===== src/rtl/counter_game_pkg.sv =====
// Shared types and encodings for the counter-game controller slice.
// Holds the FSM states, counting modes, winner codes and run-length width.
package counter_game_pkg;

   localparam int RUN_W = 8;

   typedef enum logic [1:0] {
      ST_IDLE   = 2'b00,
      ST_LOAD   = 2'b01,
      ST_RUN    = 2'b10,
      ST_REPORT = 2'b11
   } state_e;

   typedef enum logic [1:0] {
      MODE_UP1 = 2'b00,
      MODE_UP2 = 2'b01,
      MODE_DN1 = 2'b10,
      MODE_DN2 = 2'b11
   } mode_e;

   localparam logic [1:0] WHO_NONE = 2'b00;
   localparam logic [1:0] WHO_LOSE = 2'b01;
   localparam logic [1:0] WHO_WIN  = 2'b10;

   // Increment that sticks at all-ones instead of wrapping.
   function automatic logic [7:0] sat_inc8(input logic [7:0] v);
      return (v == 8'hFF) ? 8'hFF : v + 8'd1;
   endfunction

endpackage


===== src/rtl/counter_game_ctrl_if.sv =====
// Host-side command and result channels of the counter-game controller.
// The host is the master; the controller is the slave.
interface counter_game_ctrl_if;
   import counter_game_pkg::*;

   logic             cmd_valid;
   logic             cmd_ready;
   logic [1:0]       cmd_mode;
   logic             cmd_init;
   logic [3:0]       cmd_value;
   logic [RUN_W-1:0] cmd_cycles;

   logic             res_valid;
   logic             res_ready;
   logic [1:0]       res_who;
   logic [7:0]       res_cycle;

   modport master (
      output cmd_valid, cmd_mode, cmd_init, cmd_value, cmd_cycles, res_ready,
      input  cmd_ready, res_valid, res_who, res_cycle
   );

   modport slave (
      input  cmd_valid, cmd_mode, cmd_init, cmd_value, cmd_cycles, res_ready,
      output cmd_ready, res_valid, res_who, res_cycle
   );

endinterface


===== src/rtl/counter_game_ctrl_sat_counter8.sv =====
// 8-bit tally counter that saturates at 255; synchronous clear wins over increment.
module sat_counter8
   import counter_game_pkg::*;
(
   input  logic       clk,
   input  logic       clr_i,
   input  logic       inc_i,
   output logic [7:0] cnt_o
);

   logic [7:0] cnt_q;

   // Tally register with clear priority.
   always_ff @(posedge clk) begin
      if (clr_i) begin
         cnt_q <= 8'd0;
      end else if (inc_i) begin
         cnt_q <= sat_inc8(cnt_q);
      end else begin
         cnt_q <= cnt_q;
      end
   end

   assign cnt_o = cnt_q;

endmodule


===== src/rtl/counter_game_ctrl.sv =====
// Sequences one counting game per host command: optional load, a bounded run,
// and a result report whose handshake updates the win/lose tallies.
module counter_game_ctrl
   import counter_game_pkg::*;
(
   input  logic                clk,
   input  logic                reset,
   counter_game_ctrl_if.slave  bus,
   output logic [1:0]          ctr_control,
   output logic                ctr_init,
   output logic [3:0]          ctr_initial_value,
   input  logic                ctr_gameover,
   input  logic [1:0]          ctr_who,
   output logic [7:0]          win_games,
   output logic [7:0]          lose_games,
   output logic                stray,
   output logic                busy
);

   state_e           state_q;
   logic             cmd_ready_q;
   logic             busy_q;
   logic [1:0]       mode_q;
   logic [RUN_W-1:0] rem_q;
   logic [1:0]       ctr_control_q;
   logic             ctr_init_q;
   logic [3:0]       ctr_initial_value_q;
   logic             res_valid_q;
   logic [1:0]       res_who_q;
   logic [7:0]       res_cycle_q;
   logic             stray_q;
   logic             report_done_d;
   logic             win_inc_d;
   logic             lose_inc_d;

   // Tally increments happen only on the result handshake.
   always_comb begin
      report_done_d = 1'b0;
      win_inc_d     = 1'b0;
      lose_inc_d    = 1'b0;
      if ((state_q == ST_REPORT) && bus.res_ready) begin
         report_done_d = 1'b1;
         win_inc_d     = (res_who_q == WHO_WIN);
         lose_inc_d    = (res_who_q == WHO_LOSE);
      end else begin
         report_done_d = 1'b0;
      end
   end

   // Controller FSM with all outputs registered.
   always_ff @(posedge clk) begin
      if (reset) begin
         state_q             <= ST_IDLE;
         cmd_ready_q         <= 1'b0;
         busy_q              <= 1'b0;
         mode_q              <= 2'b00;
         rem_q               <= '0;
         ctr_control_q       <= 2'b00;
         ctr_init_q          <= 1'b0;
         ctr_initial_value_q <= 4'd0;
         res_valid_q         <= 1'b0;
         res_who_q           <= 2'b00;
         res_cycle_q         <= 8'd0;
         stray_q             <= 1'b0;
      end else begin
         // A gameover outside RUN is only recorded, never acted on.
         if (ctr_gameover && (state_q != ST_RUN)) begin
            stray_q <= 1'b1;
         end
         case (state_q)
            ST_IDLE: begin
               cmd_ready_q <= 1'b1;
               busy_q      <= 1'b0;
               if (bus.cmd_valid && cmd_ready_q) begin
                  mode_q      <= bus.cmd_mode;
                  rem_q       <= bus.cmd_cycles;
                  cmd_ready_q <= 1'b0;
                  busy_q      <= 1'b1;
                  if (bus.cmd_init) begin
                     state_q             <= ST_LOAD;
                     ctr_init_q          <= 1'b1;
                     ctr_initial_value_q <= bus.cmd_value;
                  end else begin
                     state_q       <= ST_RUN;
                     ctr_control_q <= bus.cmd_mode;
                     res_cycle_q   <= 8'd1;
                  end
               end
            end
            ST_LOAD: begin
               state_q       <= ST_RUN;
               ctr_init_q    <= 1'b0;
               ctr_control_q <= mode_q;
               res_cycle_q   <= 8'd1;
            end
            ST_RUN: begin
               if (ctr_gameover) begin
                  state_q     <= ST_REPORT;
                  res_who_q   <= ctr_who;
                  res_valid_q <= 1'b1;
               end else if (rem_q == 8'd1) begin
                  state_q     <= ST_IDLE;
                  cmd_ready_q <= 1'b1;
                  busy_q      <= 1'b0;
               end else begin
                  // A loaded 0 wraps to 255 here, which gives the 256-cycle run.
                  rem_q       <= rem_q - 8'd1;
                  res_cycle_q <= sat_inc8(res_cycle_q);
               end
            end
            ST_REPORT: begin
               if (report_done_d) begin
                  state_q     <= ST_IDLE;
                  res_valid_q <= 1'b0;
                  cmd_ready_q <= 1'b1;
                  busy_q      <= 1'b0;
               end
            end
            default: begin
               state_q     <= ST_IDLE;
               cmd_ready_q <= 1'b0;
               busy_q      <= 1'b0;
               res_valid_q <= 1'b0;
               ctr_init_q  <= 1'b0;
            end
         endcase
      end
   end

   sat_counter8 u_win_tally (
      .clk   (clk),
      .clr_i (reset),
      .inc_i (win_inc_d),
      .cnt_o (win_games)
   );

   sat_counter8 u_lose_tally (
      .clk   (clk),
      .clr_i (reset),
      .inc_i (lose_inc_d),
      .cnt_o (lose_games)
   );

   assign bus.cmd_ready     = cmd_ready_q;
   assign bus.res_valid     = res_valid_q;
   assign bus.res_who       = res_who_q;
   assign bus.res_cycle     = res_cycle_q;
   assign ctr_control       = ctr_control_q;
   assign ctr_init          = ctr_init_q;
   assign ctr_initial_value = ctr_initial_value_q;
   assign stray             = stray_q;
   assign busy              = busy_q;

endmodule


===== src/flat_wrapper.sv =====
// flat-port wrapper written by rule: the top's interface ports become plain ports
module counter_game_ctrl_flat import counter_game_pkg::*;
  (clk, reset, ctr_control, ctr_init, ctr_initial_value, ctr_gameover, ctr_who, win_games, lose_games, stray, busy, bus_cmd_valid, bus_cmd_mode, bus_cmd_init, bus_cmd_value, bus_cmd_cycles, bus_res_ready, bus_cmd_ready, bus_res_valid, bus_res_who, bus_res_cycle);
  counter_game_ctrl_if bus_i ();
  input  logic clk;
  input  logic reset;
  output logic [1:0] ctr_control;
  output logic ctr_init;
  output logic [3:0] ctr_initial_value;
  input  logic ctr_gameover;
  input  logic [1:0] ctr_who;
  output logic [7:0] win_games;
  output logic [7:0] lose_games;
  output logic stray;
  output logic busy;
  input wire logic [$bits(bus_i.cmd_valid)-1:0] bus_cmd_valid;
  input wire logic [$bits(bus_i.cmd_mode)-1:0] bus_cmd_mode;
  input wire logic [$bits(bus_i.cmd_init)-1:0] bus_cmd_init;
  input wire logic [$bits(bus_i.cmd_value)-1:0] bus_cmd_value;
  input wire logic [$bits(bus_i.cmd_cycles)-1:0] bus_cmd_cycles;
  input wire logic [$bits(bus_i.res_ready)-1:0] bus_res_ready;
  output wire logic [$bits(bus_i.cmd_ready)-1:0] bus_cmd_ready;
  output wire logic [$bits(bus_i.res_valid)-1:0] bus_res_valid;
  output wire logic [$bits(bus_i.res_who)-1:0] bus_res_who;
  output wire logic [$bits(bus_i.res_cycle)-1:0] bus_res_cycle;
  assign bus_i.cmd_valid = bus_cmd_valid;
  assign bus_i.cmd_mode = bus_cmd_mode;
  assign bus_i.cmd_init = bus_cmd_init;
  assign bus_i.cmd_value = bus_cmd_value;
  assign bus_i.cmd_cycles = bus_cmd_cycles;
  assign bus_i.res_ready = bus_res_ready;
  assign bus_cmd_ready = bus_i.cmd_ready;
  assign bus_res_valid = bus_i.res_valid;
  assign bus_res_who = bus_i.res_who;
  assign bus_res_cycle = bus_i.res_cycle;
  counter_game_ctrl u_core (.clk(clk), .reset(reset), .bus(bus_i), .ctr_control(ctr_control), .ctr_init(ctr_init), .ctr_initial_value(ctr_initial_value), .ctr_gameover(ctr_gameover), .ctr_who(ctr_who), .win_games(win_games), .lose_games(lose_games), .stray(stray), .busy(busy));
endmodule

===== config.mk =====
export PLATFORM = sky130hd
export DESIGN_NAME = counter_game_ctrl_flat
export DESIGN_NICKNAME = d
export VERILOG_FILES = /design/src/rtl/counter_game_pkg.sv /design/src/rtl/counter_game_ctrl_if.sv /design/src/rtl/counter_game_ctrl_sat_counter8.sv /design/src/rtl/counter_game_ctrl.sv /design/src/flat_wrapper.sv
export SDC_FILE = /design/constraint.sdc
export NUM_CORES = 1
export LEC_CHECK = 0
export BUFFER_PORTS_ARGS = -buffer_cell sky130_fd_sc_hd__buf_2
export CAP_MARGIN = 20
export CELL_PAD_IN_SITES_DETAIL_PLACEMENT = 1
export CELL_PAD_IN_SITES_GLOBAL_PLACEMENT = 1
export CORE_MARGIN = 5
export CORE_UTILIZATION = 37
export CTS_CLUSTER_DIAMETER = 80
export CTS_CLUSTER_SIZE = 16
export DETAILED_ROUTE_END_ITERATION = 8
export PLACE_DENSITY_LB_ADDON = 0.1
export SLEW_MARGIN = 20
export SYNTH_ARGS = -nofsm -noshare
export SYNTH_HDL_FRONTEND = slang
export SYNTH_SLANG_ARGS = --single-unit

===== constraint.sdc =====
create_clock -name clk -period 3.15 [get_ports clk]
set_clock_uncertainty 0.05 [all_clocks]
set_input_delay 0 -clock clk [delete_from_list [all_inputs] [get_ports clk]]
set_output_delay 0 -clock clk [all_outputs]
set_load 0.01 [all_outputs]

==> results of run 1 <==
[cell usage after synthesis (4+ instances only)]
| cell | n | area share (%) |
|---|---|---|
| dfxtp_1 | 49 | 39 |
| nand2_1 | 31 | 4.6 |
| a21oi_1 | 30 | 6.0 |
| nand3_1 | 19 | 3.8 |
| nor2_1 | 19 | 2.8 |
| clkbuf_1 | 10 | 1.5 |
| o21ai_0 | 10 | 2.0 |
| nor3_1 | 9 | 1.8 |
| a211oi_1 | 7 | 2.1 |
| inv_1 | 7 | 1.0 |
| and3_1 | 6 | 1.5 |
| nor3b_1 | 6 | 1.8 |
| a21o_2 | 5 | 1.7 |
| a21oi_2 | 5 | 1.7 |
| a311oi_1 | 5 | 1.7 |
| a31oi_1 | 5 | 1.2 |
| and4b_1 | 5 | 2.0 |
| ha_1 | 5 | 2.5 |
| nand2b_1 | 5 | 1.2 |
| nor2b_1 | 4 | 1.0 |
| xor2_1 | 4 | 1.4 |
[state kept, by name, summed over array words and instances (netlist names), 2 cells and up]
register	flops
u_core.bus.res_cycle	8
u_core.bus.res_who	2
u_core.mode_q	2
u_core.state_q	2
u_core.rem_q	8
u_core.ctr_initial_value	4
u_core.u_lose_tally.cnt_o	8
u_core.u_win_tally.cnt_o	8
u_core.ctr_control	2
[stage by stage]
stage               std cells  setup WS [ns]  utilization, %
global route              448          0.672            46.9
finish                    448          0.890            46.9
global placement          419          0.988            42.1
CTS                       448          0.889            46.9
detailed placement        419          0.915            42.1
floorplan                 297           1.33               -
[timing repair]
action | in CTS | in global routing
hold buffers | 22 | 0
endpoints found under the hold margin | 18 | 0
setup endpoints to repair | 0 | 0
[critical path, stage by stage (launching register included)]
cell	delay (ns)
dfxtp_1	0.60
nor2b_1	0.69
nand3_1	0.15
dlygate4sd3_1	0.59
a21oi_1	0.12
[final cells by class]
type	count	area, um^2
clock inverter	2	35.0
clock buffer	5	68.8
sequential	49	981
inverter	7	26.3
fill	847	3550
timing repair buffer	81	518
tap	80	100
multi-input combinational	224	1410
[power groups by stage]
stage               clock, mW  sequential [mW]  combinational [mW]
detailed placement          0            0.732               0.350
CTS                     0.465            0.718               0.372
global placement            0            0.730               0.348
finish                  0.443            0.718               0.366
global route            0.486            0.729               0.412
floorplan                   0            0.724               0.273
[path summary, 6_finish.rpt]
kind | end | slack [ns] | depth (start not counted)
worst max-delay path | u_core.bus.res_who[0]$_SDFFE_PP0P_ | 0.89 | 4
worst min-delay path | u_core.rem_q[1]$_SDFFE_PP0P_ | 0.01 | 3
worst max register to register | u_core.bus.res_who[0]$_SDFFE_PP0P_ | 0.89 | 4
worst min register to register | u_core.mode_q[1]$_SDFFE_PP0P_ | 0.41 | 2
[cells in the final DEF (no fill, tap or decap), types with 5 or more instances in the layout]
cell	Yosys	layout
nor2_1	19	19
ha_1	5	5
buf_2	3	58
a211oi_1	7	7
dlygate4sd3_1	0	22
a21oi_1	30	30
and4b_1	5	5
o21ai_0	10	10
a31oi_1	5	5
a21o_2	5	5
a21oi_2	5	5
dfxtp_1	49	49
a311oi_1	5	5
nand3_1	19	19
and3_1	6	6
nand2b_1	5	5
clkbuf_8	2	5
nor3_1	9	9
nand2_1	31	31
inv_1	7	7
nor3b_1	6	6
[per-layer routing]
layer / wire, um / up-vias
li1: - / 1234
met1: 3140 / 1133
met2: 3140 / 38
met3: 250 / 4
met4: 59 / 0
met5: 0 / -
[cells by family (layout without fill, tap and decap cells)]
kind of cell | count (synthesis) | count (layout) | share of synthesized area, %
flip-flops | 49 | 49 | 39.1
AND/OR/NAND/NOR | 123 | 123 | 26.6
AO/OA/AOI/OAI | 86 | 86 | 23.2
multiplexers | 3 | 3 | 1.25
adder cells (fa/ha/maj) | 5 | 5 | 2.50
XOR/XNOR | 7 | 7 | 2.45
buffers and inverters | 24 | 95 | 4.84
==> reports/qor.yml, run 1 <==
synth_area_mm2: 0.00251
worst_r2r_startpoint: "u_core.state_q[1]$_SDFFE_PP0P_"
clock-sinks: 49
synth_edf_count: 0
grt_use_met1_pct: 20.2
worst_pin_slew_ns: 0.811
synth_sequential_area_ratio_pct: 39.1
nets: 395
cts_buffers: 5
cp.required_ns: 3.34
relSlewSlack_pct: 45.4
via_per_inst: 5.38
postRouteWirelength_mm: 6.58
die_w_um: 92.3
ant_nets: 0
design_area_mm2: 0.00313
place_area_mm2: 0.00281
cts_root_buffer: "clkbuf_8"
initial_core_util_pct: 37.5
grt_pass1_vias: 2276
grt_pass1_wl_mm: 11.0
post_cts_resized: 0
hold_viol: 0
p_clk_share_pct: 29.0
cp-end-kind: "register"
cts_tree: "yes"
io_pins: 59
drt_iter0_markers: 61
arrival_ns: 2.45
num_rows: 30
maxCapViolCount: 0
syn-num-nets: 324
die_h_um: 92.3
core_mm2: 0.00668
ir_drop_mv: 0.260
clk_pin_slew_ns: 0.09
p_total_mw: 1.53
finalSetupTns_ns: 0
rsz0062_at_grt: "false"
status: "finished clean"
die_area_mm2: 0.00852
cts_htree_levels: 2
holdCritPathClass: "primary input to register"
async_flop_share_pct: 0
num_vias: 2409
crit_start: "u_core.state_q[1]$_SDFFE_PP0P_"
clock_path_buffers: 2
antenna_found_initial: 0
maxSlewViolCount: 0
clkLatencyLatePin_ns: 0.30
grtUsageTotal_pct: 15.6
overflow: 0
critPathKind: "register to register"
n_antenna_cell: 0
powerDensity_mw_per_mm2: 487
drc: 0
finalHoldWorstSlack_ns: 0.0108
cp-start-kind: "register"
synth_cell_types: 48
dr.pass1.iters: 4
critPathMaxFanout: 16
met3_usage_pct: 3.82
drive_above_1_share_pct: 23.1
wire_per_inst_um: 14.7
min_period_over_period_pct: 71.7
hold_path_startpoint: "bus_cmd_cycles[1]"
p_comb_share_pct: 24.0
switchingPower_mw: 0.477
grt_max_degree: 29
port_buffers: 58
synth_top_flop_cell: "dfxtp_1"
ys_ff_latch: 49
seqPwrFrac_pct: 47.0
avgSynthCellArea_um2: 8.44
finalCriticalPeriod_ns: 2.26
max_freq_mhz: 442
post_cts_buffers: 0
p_sw_share_pct: 31.3
top_usage_layer: "met2"
syn_inst: 297
gp_congestion: 0.737
met2_usage_pct: 25.7
hpwl_mm: 4.64
p_int_mw: 1.05
setup_violations: 0
yosysWarnings: 0
p_leak_nw: 1.25
area_delta_synth_final_pct: 25.0
(Power assumes the default switching activity.)
==> run 2, diff against run 1 <==
==> constraint.sdc (replaced) <==
create_clock -name clk -period 2.35 [get_ports clk]
set_clock_uncertainty 0.05 [all_clocks]
set_input_delay 0 -clock clk [delete_from_list [all_inputs] [get_ports clk]]
set_output_delay 0 -clock clk [all_outputs]
set_load 0.01 [all_outputs]
==> reports/qor.yml, run 2 (same netlist as run 1, synthesis figures left out) <==
status: "finished clean"  # unchanged
maxCapViolCount: 0  # unchanged
grt_max_degree: 26  # was 29
max_freq_mhz: 477  # was 442 MHz
r2r_cells: 7  # was 4
crit-reg2reg-capture: "u_core.rem_q[4]$_SDFFE_PP0P_"  # was u_core.bus.res_who[0]$_SDFFE_PP0P_
p_total_mw: 2.13  # was 1.53 mW
wire_per_inst_um: 15.3  # was 14.7 um
arrival_ns: 2.29  # was 2.45 ns
finalSetupTns_ns: 0  # unchanged
finalHoldWorstSlack_ns: 0.0112  # was 0.0108 ns
critPathMaxFanout: 10  # was 16
powerDensity_mw_per_mm2: 669  # was 487 mW/mm^2
core_mm2: 0.00668  # unchanged
maxSlewViolCount: 0  # unchanged
hpwl_mm: 4.93  # was 4.64 mm
post_cts_buffers: 0  # unchanged
ant_nets: 0  # unchanged
seqPwrFrac_pct: 45.0  # was 47.0%
drt_iter0_markers: 50  # was 61
place_area_mm2: 0.00286  # was 0.00281 mm^2
worst_pin_slew_ns: 0.636  # was 0.811 ns
drive_above_1_share_pct: 24.6  # was 23.1%
die_h_um: 92.3  # unchanged
cts_buffers: 5  # unchanged
cts_root_buffer: "clkbuf_8"  # unchanged
die_area_mm2: 0.00852  # unchanged
dp_cells: 425  # was 419
via_per_inst: 5.46  # was 5.38
grt_pass1_wl_mm: 11.8  # was 11.0 mm
p_leak_nw: 1.28  # was 1.25 nW
layout_commonest_cell: "buf_2"  # unchanged
dr.pass1.iters: 4  # unchanged
final_cells: 454  # was 448
drc: 0  # unchanged
postRouteWirelength_mm: 6.95  # was 6.58 mm
crit_path_max_incr_delay_ns: 0.51  # was 0.69 ns
clock_path_buffers: 2  # unchanged
setup_violations: 0  # unchanged
path_delay_family: "compound AO/OA/AOI/OAI gates"  # was simple AND/OR/NAND/NOR gates
holdCritPathClass: "primary input to register"  # unchanged
slowest_stage: "or3b_2"  # was nor2b_1
clkLatencyLatePin_ns: 0.31  # was 0.30 ns
hold_path_depth: 3  # unchanged
ir_drop_mv: 0.357  # was 0.260 mV
area_delta_synth_final_pct: 27.0  # was 25.0%
hold_viol: 0  # unchanged
nets: 400  # was 395
crit_cells: 7  # was 4
p_clk_share_pct: 30.2  # was 29.0%
hold_path_startpoint: "ctr_gameover"  # was bus_cmd_cycles[1]
overflow: 0  # unchanged
final_cell_mix: "buf_2, dfxtp_1, nand2_1, a21oi_1, dlygate4sd3_1"  # unchanged
critPathKind: "register to register"  # unchanged
crit_start: "u_core.rem_q[1]$_SDFFE_PP0P_"  # was u_core.state_q[1]$_SDFFE_PP0P_
cp.required_ns: 2.54  # was 3.34 ns
r2r_setup_slack_ns: 0.25  # was 0.89 ns
io_pins: 59  # unchanged
die_w_um: 92.3  # unchanged
num_vias: 2479  # was 2,409
clk_pin_slew_ns: 0.09  # about the same
switchingPower_mw: 0.666  # was 0.477 mW
p_sw_share_pct: 31.2  # was 31.3%
finalCriticalPeriod_ns: 2.10  # was 2.26 ns
clock-sinks: 49  # unchanged
grt_pass1_vias: 2513  # was 2,276
initial_core_util_pct: 37.5  # unchanged
relSlewSlack_pct: 57.6  # was 45.4%
min_period_over_period_pct: 89.2  # was 71.7%
endpoint: "u_core.rem_q[4]$_SDFFE_PP0P_"  # was u_core.bus.res_who[0]$_SDFFE_PP0P_
worst_r2r_startpoint: "u_core.rem_q[1]$_SDFFE_PP0P_"  # was u_core.state_q[1]$_SDFFE_PP0P_
num_rows: 30  # unchanged
port_buffers: 58  # unchanged
cp-start-kind: "register"  # unchanged
design_area_mm2: 0.00319  # was 0.00313 mm^2
p_int_mw: 1.47  # was 1.05 mW
rsz0062_at_grt: "false"  # unchanged
cts_htree_levels: 2  # unchanged
antenna_found_initial: 0  # unchanged
num-fill-cells: 832  # was 847
cp_cell_sequence: "inv_1, ha_1, or3b_2, o32ai_4, buf_4, o21ai_1, a21oi_2"  # was nor2b_1, nand3_1, dlygate4sd3_1, a21oi_1
gp_congestion: 0.784  # was 0.737
path_buf_inv: 2  # was 1
cts_tree: "yes"  # unchanged
grtUsageTotal_pct: 16.8  # was 15.6%
n_antenna_cell: 0  # unchanged
cp-end-kind: "register"  # unchanged
p_comb_share_pct: 24.8  # was 24.0%
## run 2: changes by cell type in the layout (fill, tap and decap cells not counted), sizes merged
cell,before,now
clkinv,1,0
clkinvlp,0,1
dlygate4sd3,22,21
clkbuf,5,6
buf,59,65
## run 2: worst reg2reg max path, cell delays in order, from the launching register on
cell,delay [ns]
dfxtp_1,0.33
inv_1,0.11
ha_1,0.15
or3b_2,0.51
o32ai_4,0.40
buf_4,0.26
o21ai_1,0.10
a21oi_2,0.13
## run 2: final cells by class
cell class	instances	area (um^2)	area share, %
Inverter	7	26.3	0.825
Clock buffer	6	82.6	2.59
Tap cell	80	100	3.14
Timing Repair Buffer	86	553	17.4
Multi-Input combinational cell	224	1410	44.1
Sequential cell	49	981	30.8
Clock inverter	2	37.5	1.18
## run 2: worst min path at each step
stage | to
after floorplan | u_core.mode_q[0]$_SDFFE_PP0P_
after global placement | u_core.ctr_initial_value[3]$_SDFFE_PP0P_
after detailed placement | u_core.ctr_initial_value[1]$_SDFFE_PP0P_
after CTS | u_core.bus.res_who[1]$_SDFFE_PP0P_
after global routing | u_core.bus.res_who[1]$_SDFFE_PP0P_
final | u_core.bus.res_who[1]$_SDFFE_PP0P_
## run 2: power groups by stage
stage	Combinational [mW]	Clock [mW]	Sequential [mW]
3_5_place_dp	0.510	0	0.978
3_3_place_gp	0.501	0	0.975
2_1_floorplan	0.366	0	0.971
6_report	0.529	0.644	0.959
5_1_grt	0.599	0.698	0.971
4_1_cts	0.536	0.666	0.959
## run 2: timing repair
item                                    CTS  global route
gates resized for setup                   0             0
endpoints found under the setup margin    0             0
hold buffers                             21             0
hold endpoints to repair                 18             0
## run 2: through the flow
step / util, % / setup WS [ns]
after floorplan: - / 0.526
after global placement: 42.7 / 0.361
after detailed placement: 42.7 / 0.276
after CTS: 47.7 / 0.260
after global routing: 47.7 / 0.126
final: 47.7 / 0.253
## run 2: routing by layer
| layer | GRT usage (%) | wire length (um) | vias up |
|---|---|---|---|
| met2 | 29.4 | 3360 | 49 |
| met5 | 0 | 0 | - |
| met1 | 20.9 | 3250 | 1189 |
| met3 | 3.66 | 271 | 6 |
| li1 | - | - | 1235 |
| met4 | 4.46 | 70 | 0 |
